`config.mk`:
```
export PLATFORM = sky130hd
export DESIGN_NAME = alu_seq_flat
export DESIGN_NICKNAME = d
export VERILOG_FILES = /design/src/rtl/alu_pkg.sv /design/src/rtl/alu_seq_if.sv /design/src/rtl/alu_md_iter.sv /design/src/rtl/alu_seq.sv /design/src/flat_wrapper.sv
export SDC_FILE = /design/constraint.sdc
export NUM_CORES = 2
export LEC_CHECK = 0
export ABC_AREA = 1
export BUFFER_PORTS_ARGS = -buffer_cell sky130_fd_sc_hd__buf_4
export CORE_MARGIN = 1
export CORE_UTILIZATION = 40
export DETAILED_ROUTE_END_ITERATION = 7
export HOLD_SLACK_MARGIN = 0.15
export SYNTH_ARGS = -nofsm -noshare
export SYNTH_HDL_FRONTEND = slang
export SYNTH_SLANG_ARGS = --single-unit
```
`constraint.sdc`:
```
create_clock -name clock -period 7.1 [get_ports clock]
set_input_delay 0.355 -clock clock [delete_from_list [all_inputs] [get_ports clock]]
set_output_delay 0.355 -clock clock [all_outputs]
set_load 0.01 [all_outputs]
```
`src/rtl/alu_pkg.sv`:
```
// Shared definitions for the sequential ALU: op-select bit positions, FSM states
// and a one-hot test used on the control word.
package alu_pkg;

   localparam int unsigned NUM_OPS = 13;

   localparam int unsigned OP_AND  = 0;
   localparam int unsigned OP_OR   = 1;
   localparam int unsigned OP_ADD  = 2;
   localparam int unsigned OP_SUB  = 3;
   localparam int unsigned OP_MUL  = 4;
   localparam int unsigned OP_DIV  = 5;
   localparam int unsigned OP_SHR  = 6;
   localparam int unsigned OP_SHRA = 7;
   localparam int unsigned OP_SHL  = 8;
   localparam int unsigned OP_ROR  = 9;
   localparam int unsigned OP_ROL  = 10;
   localparam int unsigned OP_NEG  = 11;
   localparam int unsigned OP_NOT  = 12;

   typedef enum logic [1:0] {
      ST_IDLE,
      ST_EXEC,
      ST_ITER,
      ST_DONE
   } state_e;

   function automatic logic is_onehot(input logic [NUM_OPS-1:0] v);
      int unsigned n;
      n = 0;
      for (int unsigned i = 0; i < NUM_OPS; i++) begin
         n += {31'b0, v[i]};
      end
      return (n == 32'd1);
   endfunction

endpackage

```
`src/rtl/alu_seq_if.sv`:
```
// Operand/result bus between the A/B operand registers, the ALU and the Z (C) register.
interface alu_seq_if #(
   parameter int unsigned WIDTH = 32
);
   logic                        start;
   logic [alu_pkg::NUM_OPS-1:0] control;
   logic [WIDTH-1:0]            A;
   logic [WIDTH-1:0]            B;
   logic [2*WIDTH-1:0]          C;
   logic                        busy;
   logic                        done;
   logic                        zero;
   logic                        carry;
   logic                        div_by_zero;
   logic                        illegal_op;

   modport master (
      output start, control, A, B,
      input  C, busy, done, zero, carry, div_by_zero, illegal_op
   );

   modport slave (
      input  start, control, A, B,
      output C, busy, done, zero, carry, div_by_zero, illegal_op
   );
endinterface

```
`src/rtl/alu_md_iter.sv`:
```
// Shared WIDTH-step multiply (radix-2 shift-add) / divide (restoring) engine.
// Operands are reduced to magnitudes on load and the signs are reapplied on the result.
module alu_md_iter #(
   parameter int unsigned WIDTH  = 32,
   parameter bit          SIGNED = 1'b1
) (
   input  logic                   clock,
   input  logic                   clear,
   input  logic                   load,
   input  logic                   is_div,
   input  logic [WIDTH-1:0]       a,
   input  logic [WIDTH-1:0]       b,
   output logic [$clog2(WIDTH):0] step,
   output logic                   fin,
   output logic [2*WIDTH-1:0]     result
);
   localparam int unsigned CW = $clog2(WIDTH) + 1;

   logic               neg_a, neg_b;
   logic [WIDTH-1:0]   mag_a, mag_b;
   logic [2*WIDTH-1:0] acc_q, acc_d;
   logic [WIDTH-1:0]   opnd_q, opnd_d;
   logic [CW-1:0]      cnt_q, cnt_d;
   logic               run_q, run_d, div_q, div_d;
   logic               neg_lo_q, neg_lo_d, neg_hi_q, neg_hi_d;
   logic [WIDTH:0]     mul_sum, div_shift, div_trial;
   logic [WIDTH-1:0]   hi, lo;

   assign neg_a = SIGNED && a[WIDTH-1];
   assign neg_b = SIGNED && b[WIDTH-1];
   assign mag_a = neg_a ? -a : a;
   assign mag_b = neg_b ? -b : b;
   assign hi    = acc_q[2*WIDTH-1:WIDTH];
   assign lo    = acc_q[WIDTH-1:0];

   // acc holds {partial product, multiplier} for MUL and {remainder, quotient} for DIV
   always_comb begin
      acc_d     = acc_q;
      opnd_d    = opnd_q;
      cnt_d     = cnt_q;
      run_d     = run_q;
      div_d     = div_q;
      neg_lo_d  = neg_lo_q;
      neg_hi_d  = neg_hi_q;
      mul_sum   = {1'b0, hi} + (lo[0] ? {1'b0, opnd_q} : '0);
      div_shift = {hi, lo[WIDTH-1]};
      div_trial = div_shift - {1'b0, opnd_q};
      if (load) begin
         acc_d    = {{WIDTH{1'b0}}, is_div ? mag_a : mag_b};
         opnd_d   = is_div ? mag_b : mag_a;
         cnt_d    = '0;
         run_d    = 1'b1;
         div_d    = is_div;
         neg_lo_d = neg_a ^ neg_b;
         neg_hi_d = neg_a;
      end else if (run_q) begin
         if (cnt_q == CW'(WIDTH)) begin
            run_d = 1'b0;
         end else begin
            cnt_d = cnt_q + 1'b1;
            if (!div_q)
               acc_d = {mul_sum, lo[WIDTH-1:1]};
            else if (!div_trial[WIDTH])
               acc_d = {div_trial[WIDTH-1:0], lo[WIDTH-2:0], 1'b1};
            else
               acc_d = {div_shift[WIDTH-1:0], lo[WIDTH-2:0], 1'b0};
         end
      end
   end

   always_ff @(posedge clock or negedge clear) begin
      if (!clear) begin
         acc_q    <= '0;
         opnd_q   <= '0;
         cnt_q    <= '0;
         run_q    <= 1'b0;
         div_q    <= 1'b0;
         neg_lo_q <= 1'b0;
         neg_hi_q <= 1'b0;
      end else begin
         acc_q    <= acc_d;
         opnd_q   <= opnd_d;
         cnt_q    <= cnt_d;
         run_q    <= run_d;
         div_q    <= div_d;
         neg_lo_q <= neg_lo_d;
         neg_hi_q <= neg_hi_d;
      end
   end

   assign step   = cnt_q;
   assign fin    = run_q && (cnt_q == CW'(WIDTH));
   assign result = div_q ? {neg_hi_q ? -hi : hi, neg_lo_q ? -lo : lo}
                         : (neg_lo_q ? -acc_q : acc_q);

endmodule

```
`src/rtl/alu_seq.sv`:
```
// Multi-cycle ALU: single-cycle ops are computed from the captured operands in EXEC,
// MUL and nonzero-divisor DIV run through the shared iterative engine in ITER.
module alu_seq
   import alu_pkg::*;
#(
   parameter int unsigned WIDTH  = 32,
   parameter bit          SIGNED = 1'b1
) (
   input logic      clock,
   input logic      clear,
   alu_seq_if.slave bus
);
   localparam int unsigned SW = $clog2(WIDTH);
   localparam int unsigned CW = SW + 1;

   state_e             state_q, state_d;
   logic [WIDTH-1:0]   a_q, a_d, b_q, b_d;
   logic [NUM_OPS-1:0] ctrl_q, ctrl_d;
   logic [2*WIDTH-1:0] c_q, c_d;
   logic               zero_q, zero_d, carry_q, carry_d;
   logic               dbz_q, dbz_d, ill_q, ill_d;

   logic               md_load, md_fin;
   logic [CW-1:0]      md_step;
   logic [2*WIDTH-1:0] md_result;

   logic [2*WIDTH-1:0] sc_c;
   logic               sc_carry, sc_dbz, sc_ill;
   logic [SW-1:0]      s;
   logic [CW-1:0]      s_inv;
   logic [WIDTH:0]     sum;
   logic [WIDTH-1:0]   shra;

   alu_md_iter #(.WIDTH(WIDTH), .SIGNED(SIGNED)) u_md (
      .clock  (clock),
      .clear  (clear),
      .load   (md_load),
      .is_div (bus.control[OP_DIV]),
      .a      (bus.A),
      .b      (bus.B),
      .step   (md_step),
      .fin    (md_fin),
      .result (md_result)
   );

   always_comb begin
      s        = b_q[SW-1:0];
      s_inv    = CW'(WIDTH) - {1'b0, s};
      sum      = {1'b0, a_q} + {1'b0, b_q};
      shra     = $signed(a_q) >>> s;
      sc_c     = '0;
      sc_carry = 1'b0;
      sc_dbz   = 1'b0;
      sc_ill   = 1'b0;
      if (!is_onehot(ctrl_q)) begin
         sc_ill = 1'b1;
      end else begin
         case (1'b1)
            ctrl_q[OP_AND]:  sc_c[WIDTH-1:0] = a_q & b_q;
            ctrl_q[OP_OR]:   sc_c[WIDTH-1:0] = a_q | b_q;
            ctrl_q[OP_ADD]:  begin sc_c[WIDTH:0] = sum; sc_carry = sum[WIDTH]; end
            ctrl_q[OP_SUB]:  begin sc_c[WIDTH-1:0] = a_q - b_q; sc_carry = (a_q >= b_q); end
            // only a zero divisor reaches EXEC for DIV
            ctrl_q[OP_DIV]:  begin sc_c = {a_q, {WIDTH{1'b1}}}; sc_dbz = 1'b1; end
            ctrl_q[OP_SHR]:  sc_c[WIDTH-1:0] = a_q >> s;
            ctrl_q[OP_SHRA]: sc_c[WIDTH-1:0] = shra;
            ctrl_q[OP_SHL]:  sc_c[WIDTH-1:0] = a_q << s;
            ctrl_q[OP_ROR]:  sc_c[WIDTH-1:0] = (a_q >> s) | (a_q << s_inv);
            ctrl_q[OP_ROL]:  sc_c[WIDTH-1:0] = (a_q << s) | (a_q >> s_inv);
            ctrl_q[OP_NEG]:  sc_c[WIDTH-1:0] = (~b_q) + 1'b1;
            ctrl_q[OP_NOT]:  sc_c[WIDTH-1:0] = ~b_q;
            default:         sc_c = '0;
         endcase
      end
   end

   always_comb begin
      state_d = state_q;
      a_d     = a_q;
      b_d     = b_q;
      ctrl_d  = ctrl_q;
      c_d     = c_q;
      zero_d  = zero_q;
      carry_d = carry_q;
      dbz_d   = dbz_q;
      ill_d   = ill_q;
      md_load = 1'b0;
      unique case (state_q)
         ST_IDLE: begin
            if (bus.start) begin
               a_d    = bus.A;
               b_d    = bus.B;
               ctrl_d = bus.control;
               if (is_onehot(bus.control) &&
                   (bus.control[OP_MUL] || (bus.control[OP_DIV] && bus.B != '0))) begin
                  state_d = ST_ITER;
                  md_load = 1'b1;
               end else begin
                  state_d = ST_EXEC;
               end
            end
         end
         ST_EXEC: begin
            state_d = ST_DONE;
            c_d     = sc_c;
            zero_d  = (sc_c[WIDTH-1:0] == '0);
            carry_d = sc_carry;
            dbz_d   = sc_dbz;
            ill_d   = sc_ill;
         end
         ST_ITER: begin
            if (md_fin && md_step == CW'(WIDTH)) begin
               state_d = ST_DONE;
               c_d     = md_result;
               zero_d  = ctrl_q[OP_MUL] ? (md_result == '0) : (md_result[WIDTH-1:0] == '0);
               carry_d = 1'b0;
               dbz_d   = 1'b0;
               ill_d   = 1'b0;
            end
         end
         ST_DONE: state_d = ST_IDLE;
         default: state_d = ST_IDLE;
      endcase
   end

   always_ff @(posedge clock or negedge clear) begin
      if (!clear) begin
         state_q <= ST_IDLE;
         a_q     <= '0;
         b_q     <= '0;
         ctrl_q  <= '0;
         c_q     <= '0;
         zero_q  <= 1'b0;
         carry_q <= 1'b0;
         dbz_q   <= 1'b0;
         ill_q   <= 1'b0;
      end else begin
         state_q <= state_d;
         a_q     <= a_d;
         b_q     <= b_d;
         ctrl_q  <= ctrl_d;
         c_q     <= c_d;
         zero_q  <= zero_d;
         carry_q <= carry_d;
         dbz_q   <= dbz_d;
         ill_q   <= ill_d;
      end
   end

   assign bus.C           = c_q;
   assign bus.busy        = (state_q != ST_IDLE);
   assign bus.done        = (state_q == ST_DONE);
   assign bus.zero        = zero_q;
   assign bus.carry       = carry_q;
   assign bus.div_by_zero = dbz_q;
   assign bus.illegal_op  = ill_q;

endmodule
```
`src/flat_wrapper.sv`:
```
// flat-port wrapper written by rule: the top's interface ports become plain ports
module alu_seq_flat import alu_pkg::*;
#(
   parameter int unsigned WIDTH  = 32,
   parameter bit          SIGNED = 1'b1
)
  (clock, clear, bus_start, bus_control, bus_A, bus_B, bus_C, bus_busy, bus_done, bus_zero, bus_carry, bus_div_by_zero, bus_illegal_op);
  alu_seq_if #(.WIDTH(WIDTH)) bus_i ();
  input logic clock;
  input logic clear;
  input wire logic [$bits(bus_i.start)-1:0] bus_start;
  input wire logic [$bits(bus_i.control)-1:0] bus_control;
  input wire logic [$bits(bus_i.A)-1:0] bus_A;
  input wire logic [$bits(bus_i.B)-1:0] bus_B;
  output wire logic [$bits(bus_i.C)-1:0] bus_C;
  output wire logic [$bits(bus_i.busy)-1:0] bus_busy;
  output wire logic [$bits(bus_i.done)-1:0] bus_done;
  output wire logic [$bits(bus_i.zero)-1:0] bus_zero;
  output wire logic [$bits(bus_i.carry)-1:0] bus_carry;
  output wire logic [$bits(bus_i.div_by_zero)-1:0] bus_div_by_zero;
  output wire logic [$bits(bus_i.illegal_op)-1:0] bus_illegal_op;
  assign bus_i.start = bus_start;
  assign bus_i.control = bus_control;
  assign bus_i.A = bus_A;
  assign bus_i.B = bus_B;
  assign bus_C = bus_i.C;
  assign bus_busy = bus_i.busy;
  assign bus_done = bus_i.done;
  assign bus_zero = bus_i.zero;
  assign bus_carry = bus_i.carry;
  assign bus_div_by_zero = bus_i.div_by_zero;
  assign bus_illegal_op = bus_i.illegal_op;
  alu_seq #(.WIDTH(WIDTH), .SIGNED(SIGNED)) u_core (.clock(clock), .clear(clear), .bus(bus_i));
endmodule
```
Word level (Yosys, flattened, before mapping). Cells that the tools add are included.

Bits in latches: 0. Memories kept: 0. Bits in writable memories: 0. Input port bits: 80. Flip-flop bits (word level): 253. ROM bits: 0.

Divide/modulo/power cells: 0. Equality and inequality tests: 9. Multiply operators: 0. Bitwise operators: 6. Add/subtract/negate cells: 36. Mux-type cells: 71. Shift-type cells: 5. Reduce and logical (&&, ||, !) cells: 17. Order comparisons: 1.

Operator list (number): adder 32 x 1 -> 32 bit (22); 2-to-1 mux 32 bit (19); 2-to-1 mux 64 bit (9); 2-to-1 mux 31 bit (5); negator 32 bit (4); one-hot mux 64 bit (2 select lines) (1); bitwise OR 32 bit (3); adder 32 x 32 -> 33 bit (2); == test 32 x 1 -> 1 bit (second input constant) (2); zero test 32 bit (2); zero test 64 bit (1); negator 64 bit (1); subtractor 33 x 32 -> 33 bit (1); adder 32 x 1 -> 32 bit (second input constant) (1); bitwise AND 32 bit (1); greater-or-equal comparator 32 bit (1); inverter 32 bit (1); nonzero test 32 bit (1); left shift 32 x 5 -> 32 bit (1); left shift 32 x 6 -> 32 bit (1); >> shifter 32 x 5 -> 32 bit (1); >> shifter 32 x 6 -> 32 bit (1); >>> shifter 32 x 5 -> 32 bit (1); subtractor 32 bit (1); 19 further kinds (62).

Longest topological paths before layout.
Depth after elaboration: 19. Depth in mapped cells: 34.

By module. A second synthesis with hierarchy kept.

Cells, all modules: 6482. Area total of the unflattened synthesis: 36457.5 sq um.

Modules (own cells, without submodules): alu_seq (area each 21175.3 sq um, cells each 3761, times used 1, sequential area each 3678.5 sq um); alu_md_iter (area each 15282.2 sq um, cells each 2721, times used 1, sequential area each 2652.5 sq um).

Worst setup path before layout. OpenSTA, ideal clock, no wires.

Path type: register -> register. Start: reg u_core.ctrl_q[2]. End: reg u_core.c_q[33] (netlist: u_core.bus.C[33]). Setup time: 0.090 ns. Required time: 7.010 ns. Buffers on the path: 4. Cell stages (with the launch flop): 22. Clock period less this slack: 5.137 ns. Setup slack: 1.963 ns. Data arrival time: 5.047 ns. Cell sequence: dfrtp_1 -> clkbuf_1 -> inv_1 -> clkbuf_1 -> buf_2 -> fa_1 -> inv_1 -> fa_1 -> inv_1 -> fa_1 -> fa_1 -> inv_1 -> ha_1 -> fa_1 -> nor3_1 -> o211ai_1 -> nor4_1 -> inv_1 -> nor2_1 -> nand2_1 -> clkbuf_1 -> o221ai_1.

Cells in the longest elaborated chain, start to end: 14. Elaborated cells on any way between the ends: 17.

Ends and longest elaborated chain: from (decl) (line alu_seq.sv:18) `logic [NUM_OPS-1:0] ctrl_q, ctrl_d;`; from (signal assigned) (line alu_seq.sv:141) `ctrl_q <= ctrl_d;`; adder 32 x 1 -> 32 bit (11 in series) (line alu_pkg.sv:32) `n += {31'b0, v[i]};`; == test 32 x 1 -> 1 bit (line alu_pkg.sv:34) `return (n == 32'd1);`; 2-to-1 mux 64 bit * (line alu_seq.sv:55) `if (!is_onehot(ctrl_q)) begin`; one-hot mux 64 bit (2 select lines) * (line alu_seq.sv:88) `unique case (state_q)`; to (signal assigned) (line alu_seq.sv:132) `c_q <= '0;`; to (signal assigned) (line alu_seq.sv:142) `c_q <= c_d;`; to (decl) (line alu_seq.sv:19) `logic [2*WIDTH-1:0] c_q, c_d;`.

Every way passes the cells marked *; elsewhere a longest branch is shown, timed or not. A chain may end at the register's enable or synchronous reset.

Worst setup path after layout.
Start: in bus_control[0]. End: reg u_core.u_md.acc_q[5].

Cells in the longest elaborated chain, start to end: 19. Elaborated cells on any way between the ends: 21.

Ends and longest elaborated chain: from (decl) (line flat_wrapper.sv:12) `input wire logic [$bits(bus_i.control)-1:0] bus_control;`; adder 1 x 1 -> 2 bit * (line alu_pkg.sv:32); adder 32 x 1 -> 32 bit * (11 in series) (line alu_pkg.sv:32); == test 32 x 1 -> 1 bit * (line alu_pkg.sv:34); logical AND 1 bit * (line alu_seq.sv:94) `if (is_onehot(bus.control) &&`; 2-to-1 mux 1 bit * (line alu_seq.sv:94); 2-to-1 mux 1 bit * (line alu_seq.sv:90) `if (bus.start) begin`; 2-to-1 mux 1 bit * (line alu_seq.sv:88); != test 2 x 1 -> 1 bit (no source line) or nonzero test 2 bit (tied branches); AND reduction 2 bit (no source line); to (signal assigned) (line alu_md_iter.sv:73) `acc_q <= '0;`; to (signal assigned) (line alu_md_iter.sv:81) `acc_q <= acc_d;`; to (decl) (line alu_md_iter.sv:21) `logic [2*WIDTH-1:0] acc_q, acc_d;`.

Marked as above.

==> impl_metrics.toml <==
[cells_and_area]
multiInputGateArea_um2 = 24750
fill_cells = 9591
area_growth_pct = 10.18
register_area_um2 = 6339
drive_gt1_share_pct = 7.526
finalNetCount = 6278

[logic_synthesis]
synth_area_leaders = "dfrtp_1, nand2_1, nand3_1"
synth_top_cell_area_share_pct = 18.03
netlist_instances = 5969
yosys.area.top_type = "dfrtp_1"
avgSynthCellArea_um2 = 5.883
synth-seq-area-share_pct = 18.03
synthArstFlopShare_pct = 100.0
synthesis.area_um2 = 35120
yosys_most_used_dff = "dfrtp_1"
yosys.cell_types.count = 69
ys_ff_latch = 253
syn_nets = 6253
yosysWarnings = 0
synth_edf_count = 0

[clock_tree]
hold_buffers = 54
clock-sinks = 253
cts_max_level = 2
postCtsSetupBuffers = 0
root_buffer = "clkbuf_16"
cts_buffers = 34
clockBufferDepth = 3
cts_resized = 0
cts_tree = "done"
path_clk_slew_ns = 0.06
insertion_delay_ns = 0.58

[detailed_routing]
dr.pass1.iters = 7
num_vias = 43560
top_layer = "met5"
m1WireLength_mm = 76.72
vias_per_cell = 6.071
met2_wirelength_mm = 87.50
wl_per_cell_um = 28.16
ant_nets = 0
routed_wl_mm = 202.1
drt_iter0_drc = 6314
met3WireLength_mm = 18.69
drc = 0

[floorplanning]
fp-row-count = 108
fp.dieArea_um2 = 88980
fp.dieW_um = 298.3
die_height_um = 298.3
ios = 150
core_um2 = 86890
start_util_pct = 40.42

[worst_setup_path]
reg2reg_to = "u_core.bus.zero"
required_ns = 7.56
r2r-start = "u_core.ctrl_q[1]"
endpoint_kind = "register"
critPathMaxFanout = 37
startpoint_type = "primary input"
r2r_slack_ns = 1.68
critPathKind = "primary input to register"
crit_arrival_ns = 6.67
ff2ff_path_depth = 22

[sta]
setup_tns_ns = 0
slew_headroom_pct = 19.14
worst_slew_pin_slew_ns = 1.202
finalSetupViolCount = 0
finalMaxSlewViolations = 0
finalClockSkew_ns = 0.03118
hold_viol_final = 0
layout_worst_path_cycle_share_pct = 87.40
fmax_mhz = 161.2
grt_setup_unrepaired = "false"
period_needed_ns = 6.205

[global_route]
grt_pass1_vias = 40710
grt_pass1_wl_mm = 287.5
antenna_found_initial = 2
overflow = 0
track_usage_pct = 44.19
grt_max_degree = 136

[outcome]
status = "finished clean"

[worst_hold_path]
hold_depth = 3
hold_path_startpoint = "bus_B[6]"
hold_class = "primary input to register"
holdPathEnd = "u_core.b_q[6]"

[placed_design]
dp_hpwl_mm = 157.4
portBuffers = 149
gp_congestion = 1.069

[run]
maxCapViolCount = 0
## layer usage
metal / track usage, % / up-vias
li1: - / 19780
met1: 54.50 / 20530
met2: 68.55 / 2659
met3: 7.540 / 586
met4: 34.22 / 4
met5: 0 / -
## logic make-up (layout without fill, tap and decap cells)
logic type	after synthesis	after routing	share of synthesized area, %
xor gates and xnor gates	182	182	4.539
AOI/OAI and AO/OA	1134	1134	18.94
buffers and inverters	1008	1058	11.56
and+or+nand+nor	3185	3185	39.19
other	0	1	0
DFF	253	253	18.03
muxes	3	3	0.08907
adders and majority gates	204	204	7.653
## cell usage after synthesis, types with 13 or more instances
| master | number |
|---|---|
| a21oi_1 | 323 |
| o221ai_1 | 57 |
| buf_6 | 13 |
| buf_2 | 97 |
| nor4_1 | 19 |
| inv_2 | 22 |
| o21ai_0 | 426 |
| o21bai_1 | 17 |
| nor3_1 | 64 |
| xor2_1 | 159 |
| nand2_2 | 19 |
| a31oi_1 | 26 |
| ha_1 | 186 |
| nand2_1 | 1594 |
| xnor2_1 | 23 |
| buf_1 | 24 |
| o21ai_1 | 62 |
| nand3_2 | 13 |
| dfrtp_1 | 253 |
| nand2_4 | 25 |
| o22ai_1 | 28 |
| clkbuf_1 | 161 |
| or2_2 | 14 |
| o21a_1 | 21 |
| nor2_1 | 564 |
| nand4_1 | 62 |
| o221ai_2 | 15 |
| fa_1 | 18 |
| nand3_1 | 761 |
| inv_1 | 674 |
| o211ai_1 | 85 |
## per-stage QoR
stage / hold WS [ns] / cells / utilization, % / area (µm²) / setup WS [ns]
after floorplan: 0.05941 / 5969 / - / 35120 / 1.963
after global placement: 0.3702 / 7059 / 42.61 / 37020 / 1.079
after detailed placement: 0.3733 / 7059 / 42.61 / 37020 / 0.9928
after CTS: 0.1506 / 7174 / 44.53 / 38690 / 1.009
after global routing: 0.1696 / 7174 / 44.53 / 38690 / 0.6835
final: 0.1634 / 7175 / 44.53 / 38690 / 0.8947
## placed cells by master (no fill, tap or decap), types with 8 or more instances in the layout
master	n
o22ai_1	28
nand2_1	1590
a21o_1	8
clkbuf_16	35
nand3b_1	12
o21ai_1	62
fa_1	18
nor2_1	563
nor4_1	19
o21bai_1	17
xnor2_1	23
nor3_1	64
inv_2	22
a21oi_1	323
nand3_1	761
nand3_2	13
o21a_1	21
ha_1	185
o21ai_0	426
o221ai_1	57
nand2_2	22
or2_2	14
inv_1	673
buf_4	236
xor2_1	159
dfrtp_1	249
dlygate4sd3_1	54
nand2_4	26
a211oi_1	10
o211ai_1	85
clkinv_1	8
a31oi_1	26
o221ai_2	15
nand4_1	62
nor2_2	10
## layout make-up
type                    count  area share, %
flip-flops and latches    253          16.38
well taps                1155          3.735
multi-input cells        4708          63.97
repair buffers            294          6.170
clock buffers              41          2.348
inverters                 703          6.820
diodes                      1       0.006467
clock inverters            20         0.5724
## worst max path at each step
stage | start | end | slack, ns | cells after the start
finish | bus_control[0] | u_core.u_md.acc_q[5] | 0.89 | 21
global route | bus_control[1] | u_core.u_md.acc_q[9] | 0.68 | 21
CTS | bus_control[1] | u_core.u_md.acc_q[5] | 1.01 | 21
detailed placement | bus_control[0] | u_core.u_md.acc_q[5] | 0.99 | 20
global placement | bus_control[0] | u_core.u_md.acc_q[5] | 1.08 | 20
floorplan | u_core.ctrl_q[2] | u_core.bus.C[33] | 1.96 | 21
## flip-flops by register name, indices dropped and copies added, names as in the netlist
name,count
u_core.ctrl_q,13
u_core.u_md.neg_lo_q,1
u_core.u_md.div_q,1
u_core.bus.zero,1
u_core.bus.carry,1
u_core.b_q,32
u_core.u_md.acc_q,64
u_core.bus.div_by_zero,1
u_core.u_md.step,6
u_core.bus.illegal_op,1
u_core.u_md.opnd_q,32
u_core.bus.C,64
u_core.u_md.neg_hi_q,1
u_core.state_q,2
u_core.u_md.run_q,1
u_core.a_q,32
## worst max-delay path: stages
cell and delay, ns:
dlygate4sd3_1 0.54, buf_4 0.14, ha_1 0.26, inv_1 0.09, fa_1 0.64, inv_1 0.11, fa_1 0.51, inv_1 0.05
fa_1 0.44, fa_1 0.50, inv_1 0.05, ha_1 0.20, fa_1 0.44, nor3_1 0.19, nand4_1 0.39, a21oi_2 0.46
nand3_2 0.13, buf_4 0.31, nand2_2 0.15, inv_2 0.30, a221oi_1 0.37
Power is left out: the tool's default activity adds up to more than one toggle a clock period on the data nets, which glitch-free logic cannot reach.
